**config.mk**
```make
export PLATFORM = sky130hd
export DESIGN_NAME = result_capture_fifo
export DESIGN_NICKNAME = d
export VERILOG_FILES = /design/src/rtl/result_capture_fifo.sv
export SDC_FILE = /design/constraint.sdc
export NUM_CORES = 1
export LEC_CHECK = 0
export CAP_MARGIN = 15
export CORE_UTILIZATION = 54
export CTS_CLUSTER_SIZE = 12
export DETAILED_ROUTE_END_ITERATION = 16
export PLACE_DENSITY = 0.84
export SETUP_SLACK_MARGIN = 0.5
export SYNTH_ARGS = -nofsm -noshare
export SYNTH_HDL_FRONTEND = slang
export SYNTH_SLANG_ARGS = --single-unit
```
**constraint.sdc**
```tcl
create_clock -name clk -period 4.75 [get_ports clk]
set_clock_uncertainty 0.15 [all_clocks]
set_input_delay 0.95 -clock clk [delete_from_list [all_inputs] [get_ports clk]]
set_output_delay 0.95 -clock clk [all_outputs]
set_load 0.01 [all_outputs]
```
**src/rtl/result_capture_fifo.sv**
```systemverilog
// result_capture_fifo
// Captures result words from an upstream combinational core into a small
// first-word-fall-through FIFO, tracks a sticky overflow flag for words
// offered while full, and optionally compacts every accepted word into a
// 16-bit MISR signature.
//
// Build option: define RESULT_CAPTURE_FIFO_MISR_EN to include the MISR.
// Without it the signature port stays present and reads 16'h0000.
//
// DEPTH must be a power of two (>= 2) so the pointers wrap naturally.

module result_capture_fifo #(
  parameter int WIDTH = 8,
  parameter int DEPTH = 4
) (
  input  logic                   clk,
  input  logic                   rst_n,
  input  logic                   clr,
  input  logic                   in_valid,
  output logic                   in_ready,
  input  logic [WIDTH-1:0]       in_data,
  output logic                   out_valid,
  input  logic                   out_ready,
  output logic [WIDTH-1:0]       out_data,
  output logic [$clog2(DEPTH):0] count,
  output logic                   overflow,
  output logic [15:0]            signature
);

  localparam int AW = $clog2(DEPTH);
  localparam int CW = AW + 1;
  localparam logic [CW-1:0] FULL_COUNT = CW'(DEPTH);

  logic [WIDTH-1:0] mem [DEPTH];
  logic [AW-1:0]    wr_ptr;
  logic [AW-1:0]    rd_ptr;
  logic             push;
  logic             pop;

  // Handshake qualifiers. in_ready depends only on occupancy, so a word
  // offered while full is refused even if the head leaves in the same cycle.
  assign in_ready  = (count != FULL_COUNT);
  assign out_valid = (count != '0);
  assign push      = in_valid && in_ready;
  assign pop       = out_valid && out_ready;

  // Head entry is gated by occupancy so out_data reads zero whenever the
  // FIFO is empty, including immediately on reset (storage is not reset).
  assign out_data = out_valid ? mem[rd_ptr] : '0;

  // Storage write; a flush in the same cycle discards the word.
  always_ff @(posedge clk) begin
    if (push && !clr) begin
      mem[wr_ptr] <= in_data;
    end
  end

  // Pointers and occupancy; flush wins over any push or pop.
  always_ff @(posedge clk or negedge rst_n) begin
    if (!rst_n) begin
      wr_ptr <= '0;
      rd_ptr <= '0;
      count  <= '0;
    end else if (clr) begin
      wr_ptr <= '0;
      rd_ptr <= '0;
      count  <= '0;
    end else begin
      if (push) begin
        wr_ptr <= wr_ptr + AW'(1);
      end
      if (pop) begin
        rd_ptr <= rd_ptr + AW'(1);
      end
      case ({push, pop})
        2'b10:   count <= count + CW'(1);
        2'b01:   count <= count - CW'(1);
        default: count <= count;
      endcase
    end
  end

  // Sticky overflow: set when a word is offered but refused because full.
  always_ff @(posedge clk or negedge rst_n) begin
    if (!rst_n) begin
      overflow <= 1'b0;
    end else if (clr) begin
      overflow <= 1'b0;
    end else if (in_valid && !in_ready) begin
      overflow <= 1'b1;
    end
  end

`ifdef RESULT_CAPTURE_FIFO_MISR_EN
  logic        misr_fb;
  logic [15:0] misr_next;

  // MISR next state: shift in the feedback bit, then fold in the low byte
  // of the accepted word (zero-extended when WIDTH is narrower than 8).
  always_comb begin
    misr_fb   = signature[15] ^ signature[14] ^ signature[12] ^ signature[3];
    misr_next = {signature[14:0], misr_fb} ^ {8'h00, 8'(in_data)};
  end

  // Signature advances only on an accepted word; flush returns it to zero.
  always_ff @(posedge clk or negedge rst_n) begin
    if (!rst_n) begin
      signature <= 16'h0000;
    end else if (clr) begin
      signature <= 16'h0000;
    end else if (push) begin
      signature <= misr_next;
    end
  end
`else
  assign signature = 16'h0000;
`endif

endmodule
```
After elaboration in Yosys (flattened, before gate mapping)
Memory sizes are Yosys's and may differ from the RTL's.
Cells that the tools add are included.
{ "word_totals": {"output_inout_bits": 30, "reg_bits": 8, "word_cells": 34, "inputBits": 13, "ramBits": 32, "memories": 1} }
{ "op_classes": {"eq_ne": 3, "n_mux": 11, "n_reduce_logical": 11, "n_addsub": 4} }
{ "mem_list": {"columns": ["memory", "depth", "word_bits", "rd", "rd_clocked_by_memory_dff", "wr", "line_no", "source"], "rows": [
  ["mem", 4, 8, 1, 0, 1, "34", "logic [WIDTH-1:0] mem [DEPTH];"]
]} }
{ "ops": {"columns": ["cell", "n"], "rows": [
  ["2-bit 2-to-1 mux", 4],
  ["8-bit 2-to-1 mux", 1],
  ["3-bit one-hot mux with 2 select lines", 1],
  ["2-bit nonzero test", 3],
  ["3-bit nonzero test", 2],
  ["2-bit by 1-bit adder with 2-bit output, second input constant", 2],
  ["1-bit logical AND", 4],
  ["1-bit 2-to-1 mux", 4],
  ["3-bit by 1-bit adder with 3-bit output, second input constant", 1],
  ["3-bit 2-to-1 mux", 1],
  ["3-bit != test, second input constant", 1],
  ["3-bit by 1-bit subtractor with 3-bit output, second input constant", 1],
  ["2-bit by 1-bit == test with 1-bit output, second input constant", 1],
  ["2-bit == test, second input constant", 1],
  ["1-bit logical NOT", 2]
]} }

Logic depth before layout (Yosys ltp)
{ "logic_depth": {"word_depth": 5, "depth_mapped": 8, "depth_no_buf": 7} }

Least setup slack after synthesis
OpenSTA, ideal clock, no wires.
{ "synth_path": {"kind": "input-to-reg", "from": "input in_valid", "to": "register count[2]", "t_arrival_ns": 2.398, "slack_ns": 2.120, "path_buffers": 1, "stages": 6, "setup_ns": 0.082, "path_cell_list": "buf_4 -> o21ai_0 -> and3_1 -> fa_1 -> or4_1 -> a31oi_1"} }
{ "synth_via": {"elab_chain_len": 4} }
{ "synth_lines": {"columns": ["element", "line_no", "source"], "rows": [
  ["start: declaration", "19", "input logic in_valid,"],
  ["1-bit logical AND *", "44", "assign push = in_valid && in_ready;"],
  ["2-bit by 1-bit == test with 1-bit output / 2-bit == test (equally long branches)", "75", "case ({push, pop})"],
  ["3-bit one-hot mux with 2 select lines", "75", null],
  ["3-bit 2-to-1 mux", "64", "end else if (clr) begin"],
  ["end signal: assignment", "76", "2'b10: count <= count + CW'(1);"],
  ["end signal: assignment", "77", "2'b01: count <= count - CW'(1);"],
  ["end signal: assignment", "78", "default: count <= count;"],
  ["end: declaration", "25", "output logic [$clog2(DEPTH):0] count,"]
]} }
Every way passes the cells marked *; elsewhere a longest branch is shown, timed or not.
A chain may end at the register's enable or synchronous reset.

Worst setup path in the final report
{ "layout_path": {"from": "register rd_ptr[0]", "to": "output out_data[1]"} }
{ "layout_via": {"elab_chain_len": 2} }
{ "layout_lines": {"columns": ["element", "line_no", "source"], "rows": [
  ["start: declaration", "36", "logic [AW-1:0] rd_ptr;"],
  ["start signal: assignment", "73", "rd_ptr <= rd_ptr + AW'(1);"],
  ["memory read 4 x 8 bit", null, null],
  ["8-bit 2-to-1 mux", "49", "assign out_data = out_valid ? mem[rd_ptr] : '0;"],
  ["end: declaration", "24", "output logic [WIDTH-1:0] out_data,"]
]} }
Every way passes these cells.

==> summary.txt <==
Clock tree
  – Clk buf depth: 2
  – Total CTS buffers: 5
  – Cts hold-fix bufs: 0
  – Post-CTS Setup Repair Bufs: 0
  – Cts repair resizes: 0
  – Clock Pin Slew Worst Setup and Hold Paths: 0.11 ns
  – CTS sink count: 40
  – CTS tree: built
  – Clk Latency, worst-skew pair: 0.35 ns
  – CTS root buffer: clkbuf_4
  – H-tree Lvls: 2

Floorplan
  – Core Region: 3420 um^2
  – Chip width: 62.6 um
  – Die area: 3920 um^2
  – Die height: 62.6 um
  – Rows: 21
  – I/O pin cnt: 43
  – Initial Util: 58.1%

Logic synthesis
  – Most frequent cell after synthesis: edfxtp_1
  – Area leader, netlist: edfxtp_1
  – Post-synth EDFFs: 32
  – Cell area after synthesis: 1980 um^2
  – Commonest cells in the synthesized netlist: 32 x edfxtp_1, 18 x buf_4
  – Syn_area_per_cell: 14.2 um^2
  – Syn. warnings: 0
  – Number of distinct library cells after synthesis: 38
  – Mapped Cells: 140
  – Top cell type's share of synthesized area: 48.4%
  – Dominant cells by area after synthesis: edfxtp_1 48%, dfrtp_1 10%, mux4_2 9.1%
  – Dominant synthesized flop cell: edfxtp_1
  – Asr flop ratio synth: 20.0%
  – Sequential area share after synthesis: 58.5%
  – Yosys reg bits: 40

Timing
  – Worst slew pin tran: 0.602 ns
  – Setup TNS: 0 ns
  – Hold Vio Cnt, Final: 0
  – Period utilization: 72.0%
  – RSZ-0062 raised after global routing: false
  – Min Tclk post-route: 3.42 ns
  – Max Freq: 0.293 GHz
  – Worst slew margin: 59.8%
  – Final slew viol count: 0
  – Final setup vio count: 0

Worst setup path
  – Worst path cell trace: mux4_2 > nor2b_1 > clkdlybuf4s50_1
  – Crit-path max FO: 10
  – Worst EP required: 3.65 ns
  – CP endpoint kind: output pin
  – Worst Path Arrival: 2.32 ns
  – Worst Path Class, Setup: flop to output pin
  – Slowest cell on crit path: dfrtp_1
  – Max stage delay on crit path: 0.74 ns
  – Crit start category: flop

Cells and area
  – Final Cell Area: 2240 um^2
  – Fillers: 243
  – Area grow syn2layout: 12.8%
  – Ant diodes: 0
  – Register area: 1160 um^2
  – Area occupied by multi-input gates: 678 um^2
  – Layout Nets: 182
  – Layout cells sized above 1: 11.5%
  – Non-filler cells, final: 211
  – Final Util: 65.5%

Placement
  – Routability Congestion: 0.697
  – Placed cells: 203
  – Post-DP HPWL: 2200 um
  – PortBufs: 26
  – Placed cell areas: 2190 um^2

Detailed routing
  – Drt first pass iters: 5
  – # DRC: 0
  – Vias: 1127
  – ANT nets after route: 0
  – Average wire per standard cell: 15.4 um
  – Initial DRC count: 40
  – Routed WL: 3240 um
  – DR vias/cell: 5.34

Power and ir drop
  – Clk network pwr share: 20.2%
  – Pwr Density: 355 nW/um^2
  – Switching part of the total: 29.0%
  – Combinational power share: 25.5%
  – Power after layout: 794 uW
  – Internal power: 564 uW
  – Sequential power share: 54.3%
  – Max VDD drop: 234 uV
  – Net Sw Power: 230 uW
  – P_leak: 0.000800 uW

Outcome
  – Outcome: complete, no violations

Run
  – Max-cap viol count: 0

Global routing
  – Number of global-route vias before repair: 1098
  – Largest net degree at the start of global routing: 15
  – GR Util All Layers: 18.2%
  – First-pass GRT wire length: 5240 um
  – Initial antenna violation count: 0
  – GRT overflow: 0

Worst hold path
  – Hold WC Path Type: flop to flop
critical path, delay by kind of cell, from the launching register on:
| kind | cells | cell delay [ns] |
|---|---|---|
| AND/OR/NAND/NOR | 1 | 0.15 |
| buffers and inverters | 1 | 0.51 |
| multiplexers | 1 | 0.56 |
| flip-flops | 1 | 0.74 |
worst paths after layout:
kind / end / start / cells past startpoint / slack [ns]
worst max-delay path: out_data[1] / rd_ptr[0]$_DFFE_PN0P_ / 3 / 1.33
worst min-delay path: overflow$_DFFE_PN0P_ / overflow$_DFFE_PN0P_ / 2 / 0.37
worst max register to register: count[2]$_DFFE_PN0P_ / count[0]$_DFFE_PN0P_ / 7 / 2.06
worst min register to register: overflow$_DFFE_PN0P_ / overflow$_DFFE_PN0P_ / 2 / 0.37
max in group asynchronous: count[0]$_DFFE_PN0P_ / rst_n / 1 / 3.45
min in group asynchronous: overflow$_DFFE_PN0P_ / rst_n / 1 / 0.72
registers in the layout, summed over array words and instances (netlist names):
name	count
count	3
mem	32
overflow	1
rd_ptr	2
wr_ptr	2
per-layer routing:
metal  GRT usage [%]  vias up  wire (um)
met5               0        -          0
met4            5.23        0         45
li1                -      530          -
met1            21.3      556       1310
met2            32.2       36       1720
met3            5.66        5        164
kinds of logic after synthesis:
group | count (synthesis) | synth area share, %
compound gates | 18 | 6.18
xor+xnor | 3 | 1.32
fa+ha+maj | 5 | 3.53
buf+inv | 32 | 10.2
flops | 40 | 58.5
mux | 9 | 9.58
other cells | 1 | 0.189
simple gates | 32 | 10.5
stage by stage:
step	setup slack [ns]	hold slack, ns
finish	1.33	0.369
global route	1.17	0.415
CTS	1.31	0.386
detailed placement	1.37	0.354
global placement	1.48	0.340
floorplan	2.12	0.378
power by group through the flow:
stage / clock [uW] / combinational [uW] / sequential (uW)
detailed placement: 0 / 202 / 440
CTS: 165 / 203 / 432
global route: 180 / 219 / 437
floorplan: 0 / 154 / 414
global placement: 0 / 195 / 437
finish: 160 / 203 / 432
area by class of cell:
type,instances,share of cell area (%)
well taps,46,2.57
multi-input cells,83,30.3
repair buffers,26,11.6
clock buffers,5,1.68
flip-flops and latches,40,51.9
clock inverters,3,0.615
inverters,8,1.34
cell usage in the layout, fill, tap and decap left out, drive strengths merged:
master	instances
nor2b	8
nor4bb	1
clkinv	3
nor3	2
nor3b	1
and3	1
mux4	8
o31ai	1
conb	16
edfxtp	32
and2	4
clkdlybuf4s50	26
or4	1
a2111oi	2
a22o	1
nand2b	2
o21ai	4
o311ai	1
inv	8
and3b	1
nor2	6
clkbuf	5
ha	4
fa	1
a311o	1
a21oi	6
nand3	3
dfrtp	8
nand3b	1
mux2i	1
xor2	3
a31oi	2
or2b	1
No activity file was read; power rests on OpenSTA's default activity.
